$ cat src/rtl/systolic_seq_ctrl.sv
// systolic_seq_ctrl: FIFO-buffered, PERIOD-paced donext sequencer for the systolic filter array.
// Define SEQ_FLUSH_EN to add flush/flush_done drain support.
module systolic_seq_ctrl #(
   parameter int W          = 16,
   parameter int PERIOD     = 30,
   parameter int FIFO_DEPTH = 4,
   parameter int PIPE_LAT   = 2,
   localparam int AW = $clog2(FIFO_DEPTH),
   localparam int CW = $clog2(PERIOD),
   localparam int PW = $clog2(PIPE_LAT + 1)
) (
   input  logic         clk30x,
   input  logic         rst,
`ifdef SEQ_FLUSH_EN
   input  logic         flush,
   output logic         flush_done,
`endif
   input  logic         en,
   input  logic         s_valid,
   output logic         s_ready,
   input  logic [W-1:0] s_data,
   output logic [W-1:0] xin,
   output logic         donext,
   input  logic [W-1:0] yout,
   output logic         m_valid,
   input  logic         m_ready,
   output logic [W-1:0] m_data,
   output logic [AW:0]  fifo_level
);
   typedef enum logic {S_WAIT, S_STROBE} state_t;
   state_t state_q, state_d;
   logic [W-1:0] mem_q [FIFO_DEPTH];
   logic [AW:0] wr_q, rd_q;
   logic [CW-1:0] pcnt_q, pcnt_d;
   logic [PW-1:0] prime_q, prime_d;
   logic [W-1:0] xin_q, xin_d, m_data_q, m_data_d;
   logic m_valid_q, m_valid_d;
   logic push, empty, elig, go_real, go_drain, hold_real, cap, last_drain;

   assign fifo_level = wr_q - rd_q;
   assign empty = fifo_level == '0;
   assign s_ready = fifo_level != (AW+1)'(FIFO_DEPTH);
   assign push = s_valid && s_ready;
   assign donext = state_q == S_STROBE;
   assign xin = xin_q;
   assign m_valid = m_valid_q;
   assign m_data = m_data_q;
   // The output slot must be free (or freeing this edge) before a strobe, so a capture never overwrites.
   assign elig = state_q == S_WAIT && pcnt_q == CW'(PERIOD - 1) && en && (!m_valid_q || m_ready);
   assign go_real = elig && !empty && !hold_real;
   assign cap = state_q == S_STROBE && prime_q == PW'(PIPE_LAT);

`ifdef SEQ_FLUSH_EN
   logic drain_q, done_q;
   logic [PW-1:0] dcnt_q;
   assign hold_real = dcnt_q != '0;
   assign go_drain = elig && drain_q && (empty || hold_real) && dcnt_q != PW'(PIPE_LAT);
   assign last_drain = state_q == S_STROBE && dcnt_q == PW'(PIPE_LAT);
   assign flush_done = done_q;
   always_ff @(posedge clk30x or posedge rst) begin
      if (rst) begin
         drain_q <= 1'b0;
         done_q <= 1'b0;
         dcnt_q <= '0;
      end else begin
         drain_q <= last_drain ? 1'b0 : drain_q || flush;
         done_q <= last_drain;
         dcnt_q <= last_drain ? '0 : go_drain ? dcnt_q + PW'(1) : dcnt_q;
      end
   end
`else
   assign hold_real = 1'b0;
   assign go_drain = 1'b0;
   assign last_drain = 1'b0;
`endif

   always_comb begin
      state_d = (go_real || go_drain) ? S_STROBE : S_WAIT;
      pcnt_d = (go_real || go_drain) ? '0 : (pcnt_q == CW'(PERIOD - 1)) ? pcnt_q : pcnt_q + CW'(1);
      xin_d = go_real ? mem_q[rd_q[AW-1:0]] : go_drain ? '0 : xin_q;
      prime_d = last_drain ? '0 : (state_q == S_STROBE && !cap) ? prime_q + PW'(1) : prime_q;
      m_valid_d = cap || (m_valid_q && !m_ready);
      m_data_d = cap ? yout : m_data_q;
   end

   always_ff @(posedge clk30x or posedge rst) begin
      if (rst) begin
         state_q <= S_WAIT;
         pcnt_q <= CW'(PERIOD - 1);
         prime_q <= '0;
         xin_q <= '0;
         m_valid_q <= 1'b0;
         m_data_q <= '0;
         wr_q <= '0;
         rd_q <= '0;
      end else begin
         state_q <= state_d;
         pcnt_q <= pcnt_d;
         prime_q <= prime_d;
         xin_q <= xin_d;
         m_valid_q <= m_valid_d;
         m_data_q <= m_data_d;
         wr_q <= push ? wr_q + (AW+1)'(1) : wr_q;
         rd_q <= go_real ? rd_q + (AW+1)'(1) : rd_q;
      end
   end

   always_ff @(posedge clk30x) begin
      if (push) mem_q[wr_q[AW-1:0]] <= s_data;
   end
endmodule
$ cat config.mk
export PLATFORM = sky130hd
export DESIGN_NAME = systolic_seq_ctrl
export DESIGN_NICKNAME = d
export VERILOG_FILES = /design/src/rtl/systolic_seq_ctrl.sv
export SDC_FILE = /design/constraint.sdc
export NUM_CORES = 1
export LEC_CHECK = 0
export CAP_MARGIN = 20
export CORE_MARGIN = 3
export CORE_UTILIZATION = 35
export CTS_CLUSTER_DIAMETER = 120
export DETAILED_ROUTE_END_ITERATION = 6
export GPL_TIMING_DRIVEN = 0
export PLACE_DENSITY = 0.53
export SYNTH_ARGS = -nofsm -noshare
export SYNTH_HDL_FRONTEND = slang
export SYNTH_SLANG_ARGS = --single-unit
$ cat constraint.sdc
create_clock -name clk30x -period 3.16 [get_ports clk30x]
set_input_delay 0.632 -clock clk30x [delete_from_list [all_inputs] [get_ports clk30x]]
set_output_delay 0.632 -clock clk30x [all_outputs]
set_load 0.005 [all_outputs]
* Word-level counts from Yosys, hierarchy flattened *
Memories as Yosys holds them, arrays and structs flattened. A register that Yosys moved wholly into a read port is not among the register bits.
Index checks and enable logic that the tools add are counted.
Widths: inputs -> output; s select.

storage, ports and cells
  bits in registers = 31
  bits in latches = 0
  memory bits (writable) = 64
  ROM bits = 0
  input bits = 37
  output and inout port bits = 38
  logic and storage cells = 38
  memories kept = 1

cells by class
  add/sub/neg operators = 5
  $mul = 0
  divide/modulo/power cells = 0
  magnitude comparators = 0
  equality and inequality tests = 4
  shift operators = 0
  muxes and demuxes = 5
  bitwise logic cells = 1
  reductions and logical operators = 15

memories
  name   depth  width  rd ports  clocked after Yosys merged registers in  write ports  RTL line  source
  mem_q  4      16     1         1                                        1            32        logic [W-1:0] mem_q [FIFO_DEPTH];

operators by type and width
  kind                 number
  $mux 5               2
  $logic_and 1x1->1    8
  $add 3x1->3 const B  2
  $add 5x1->5 const B  1
  $eq 5x5->1 const B   1
  $logic_not 1->1      4
  $logic_not 3->1      1
  $mux 1               3
  $ne 3x3->1 const B   1
  $sub 3x3->3          1
  $add 2x1->2 const B  1
  $eq 2x2->1 const B   1
  $logic_or 1x1->1     2
  $ne 2x2->1 const B   1
  $not 1->1            1

* Logic depth before layout (Yosys ltp) *
  word-level depth = 6
  gate-level depth with buffers = 8
  mapped depth without buffers = 7

* Worst setup path after synthesis *
Ideal clock, no wire load.

  path type = register -> register
  from = register wr_q[0]
  to = memory mem_q[3][0], enable pin
  arrival time = 1.991 ns
  required time = 2.785 ns
  slack = 0.794 ns
  stages on the path, launching flop included = 7
  period minus slack after synthesis = 2.366 ns
  path through = dfrtp_1 inv_1 ha_1 fa_1 xor3_1 nand3_1 and3_1

between the ends
  longest elaborated chain between the ends = 5

ends and longest elaborated chain
  what                          RTL line  source
  start, declared               33        logic [AW:0] wr_q, rd_q;
  start signal, assigned        103       wr_q <= push ? wr_q + (AW+1)'(1) : wr_q;
  $sub 3x3->3                   40        assign fifo_level = wr_q - rd_q;
  net fifo_level[2]             28        output logic [AW:0] fifo_level
  $ne 3x3->1                    42        assign s_ready = fifo_level != (AW+1)'(FIFO_DEPTH);
  net s_ready                   20        output logic s_ready,
  $logic_and 1x1->1             43        assign push = s_valid && s_ready;
  $mux 1                        109       if (push) mem_q[wr_q[AW-1:0]] <= s_data;
  $mux 1 (not written as such)  109
  end, declared                 32

The timed path passes the listed nets, and every way through them passes these cells.

* Worst setup path after layout *
  from = register wr_q[0]
  to = output s_ready

between the ends
  longest elaborated chain between the ends = 2

ends and longest elaborated chain
  what           RTL line
  $sub 3x3->3    40
  $ne 3x3->1     42
  end, declared  20

No other way between the ends.

==> results.ini <==
[logic_synthesis]
synth_seq_cells=111
yosysSeqAreaShare=0.711
yosys_warnings=0
netlist_area_um2=4370
synthDistinctLibCells=29
synthesis.instances=226
syn_nets=273
syn_avg_cell_area_um2=19.3

[clocking]
htreeDepth=3
cts_buffers=9
clock_latency_ps=340
clock-root-buffer=clkbuf_16
tritoncts=done
cts.sinks=111
hold_buffers=0
path_clk_slew_ps=70
clk_path_buf_depth=2

[routing]
vias_per_cell=4.54
drc=0
vias=2211
postRouteAntennaNets=0
firstDrtPassIters=4
routed_wl_mm=8.10
wire_per_inst_um=16.6
first_iter_violations=70

[global_route]
grt_use_met1=0.158
grt_pass1_wl_mm=13.3
grt_max_degree=36
grt.total_usage=0.126
met2_usage=0.209
first_global_vias=2377
antenna_found_initial=0
overflow=0
busiest_layer=met2
grtUsageMet3=0.0384

[worst_setup_path]
crit_path_start_kind=register
reg2regPathDepth=6
crit_path_max_fanout=6
required_ps=2530
critPathMaxStageDelay_ps=520
cp_data_arrival_time_ps=2380
path_cells=inv_1 -> ha_1 -> fa_1 -> xor3_2 -> nand3_2 -> clkdlybuf4s50_1
crit_type=register to primary output
r2r-start=wr_q[0]
worst-r2r-setup-slack_ps=450
reg2reg_to=mem_q[3][7]
critPathSlowestCell=clkdlybuf4s50_1
critical_path.endpoint_type=primary output

[sta]
skew_ps=5.31
tns_ps=0
period_minus_slack_ps=3010
maxSlewViolCount=0
rsz0062_at_grt=no
hold_viol_final=0
slew_headroom=0.363
layout_setup_ws_ps=147
whs_ps=479
post-route-period-util=0.954
fmax_mhz=332
tightestPinTransition_ps=956
finalSetupViolCount=0

[worst_hold_path]
min_from=prime_q[0]
worstHoldPathCells=1
hold_end=prime_q[0]
hold_class=register to register

[final_layout]
n_antenna_cell=0
postLayoutCoreUtil=0.465
layout_commonest_cell=clkdlybuf4s50_1
regArea_um2=3100
drive_gt1_frac=0.241
layout.nets=361
final_cell_mix=74 x clkdlybuf4s50_1, 64 x edfxtp_1, 43 x dfrtp_1
syn2layout_area_growth_pct=28.9
nFillCells=1111
multi_input_area_um2=1190

[floorplan]
core-area_um2=12100
fp-row-count=40
dieHeight_um=118
die_x_um=118
start_util=0.360
die_area_um2=13800
ios=75

[power]
max-vdd-ir-drop_mv=0.368
leakage_nw=2.11
p_per_area_nw_per_um2=841

[place]
dpl.hpwl_mm=5.19
gp_congestion=0.743
pre_cts_slack_ps=316
portBuffers=74

[outcome]
status=completed

[flow_run]
drv_cap=0

-- cell families (layout without fill, tap and decap cells) --
group / Yosys count / in the layout / synth area share
DFF: 111 / 111 / 0.711
muxes: 50 / 50 / 0.183
and+or+nand+nor: 25 / 25 / 0.0292
buffers and inverters: 15 / 108 / 0.0169
adders and majority gates: 10 / 10 / 0.0304
AOI/OAI and AO/OA: 9 / 9 / 0.0140
xor gates and xnor gates: 6 / 6 / 0.0155
-- how the worst max path moves through the flow --
stage                        from           to  cells past startpoint  slack, ps
after floorplan           wr_q[0]  mem_q[3][0]                      6        790
after global placement        rst       xin[0]                      2        190
after detailed placement  wr_q[0]  mem_q[3][1]                      6        320
after CTS                 wr_q[0]      s_ready                      6         30
after global routing      wr_q[0]      s_ready                      6         40
final                     wr_q[0]      s_ready                      6        150
-- metal layers --
metal,vias to the layer above,share of wire
met5,-,0
met4,0,0.015
met3,9,0.057
met2,72,0.49
met1,1101,0.44
li1,1029,-
-- state kept, by name, summed over array words and instances (netlist names) --
signal / cells
mem_q: 64
rd_q: 3
m_valid: 1
m_data: 16
xin: 16
pcnt_q: 5
prime_q: 2
wr_q: 3
donext: 1
-- cells in the mapped netlist (all sizes together) --
master | count | area [um^2]
edfxtp | 64 | 1920
dfrtp | 43 | 1080
mux2 | 34 | 439
mux4 | 16 | 360
ha | 9 | 113
inv | 7 | 26.3
nand2 | 7 | 26.3
nand3 | 7 | 35.0
buf | 5 | 36.3
and3 | 4 | 25.0
dfstp | 4 | 105
o21ai | 4 | 20.0
clkbuf | 3 | 11.3
xnor2 | 3 | 26.3
nand2b | 2 | 12.5
nor2 | 2 | 7.51
o211ai | 2 | 15.0
xor2 | 2 | 17.5
a211oi | 1 | 7.51
a31oi | 1 | 6.26
and4 | 1 | 8.76
fa | 1 | 20.0
nand4 | 1 | 6.26
nor2b | 1 | 6.26
o2111a | 1 | 12.5
xor3 | 1 | 23.8
-- area by class of cell --
class,count,area share
well taps,168,0.0373
inverters,7,0.00467
flip-flops and latches,111,0.551
plain buffers,8,0.00845
clock inverters,3,0.00356
multi-input cells,100,0.212
repair buffers,77,0.138
clock buffers,13,0.0445
-- worst max-delay path: cells and delay by family (launching register included) --
family / cells / cell delay, ps
flip-flops: 1 / 410
AND/OR/NAND/NOR: 1 / 140
buffers and inverters: 2 / 620
XOR/XNOR: 1 / 290
adder cells (fa/ha/maj): 2 / 580
-- report_power, final --
part | total [mW] | internal, mW | leakage (nW) | switching (mW)
clock network | 1.02 | 0.556 | 0.127 | 0.468
registers | 2.15 | 1.97 | 1.16 | 0.182
logic | 1.55 | 0.900 | 0.828 | 0.655
-- timing repair --
item	4_1_cts	5_1_grt
gates resized for setup	0	2
buffers inserted	0	2
endpoints found under the setup margin	0	1
-- through the flow --
| step | instances | instance area (um^2) | power [mW] |
|---|---|---|---|
| after global placement | 468 | 5320 | 3.72 |
| after CTS | 485 | 5610 | 4.80 |
| final | 487 | 5630 | 4.73 |
| after global routing | 487 | 5630 | 5.05 |
| after floorplan | 226 | 4370 | 3.05 |
| after detailed placement | 469 | 5340 | 3.75 |
Power figures use the tool's default switching activity.
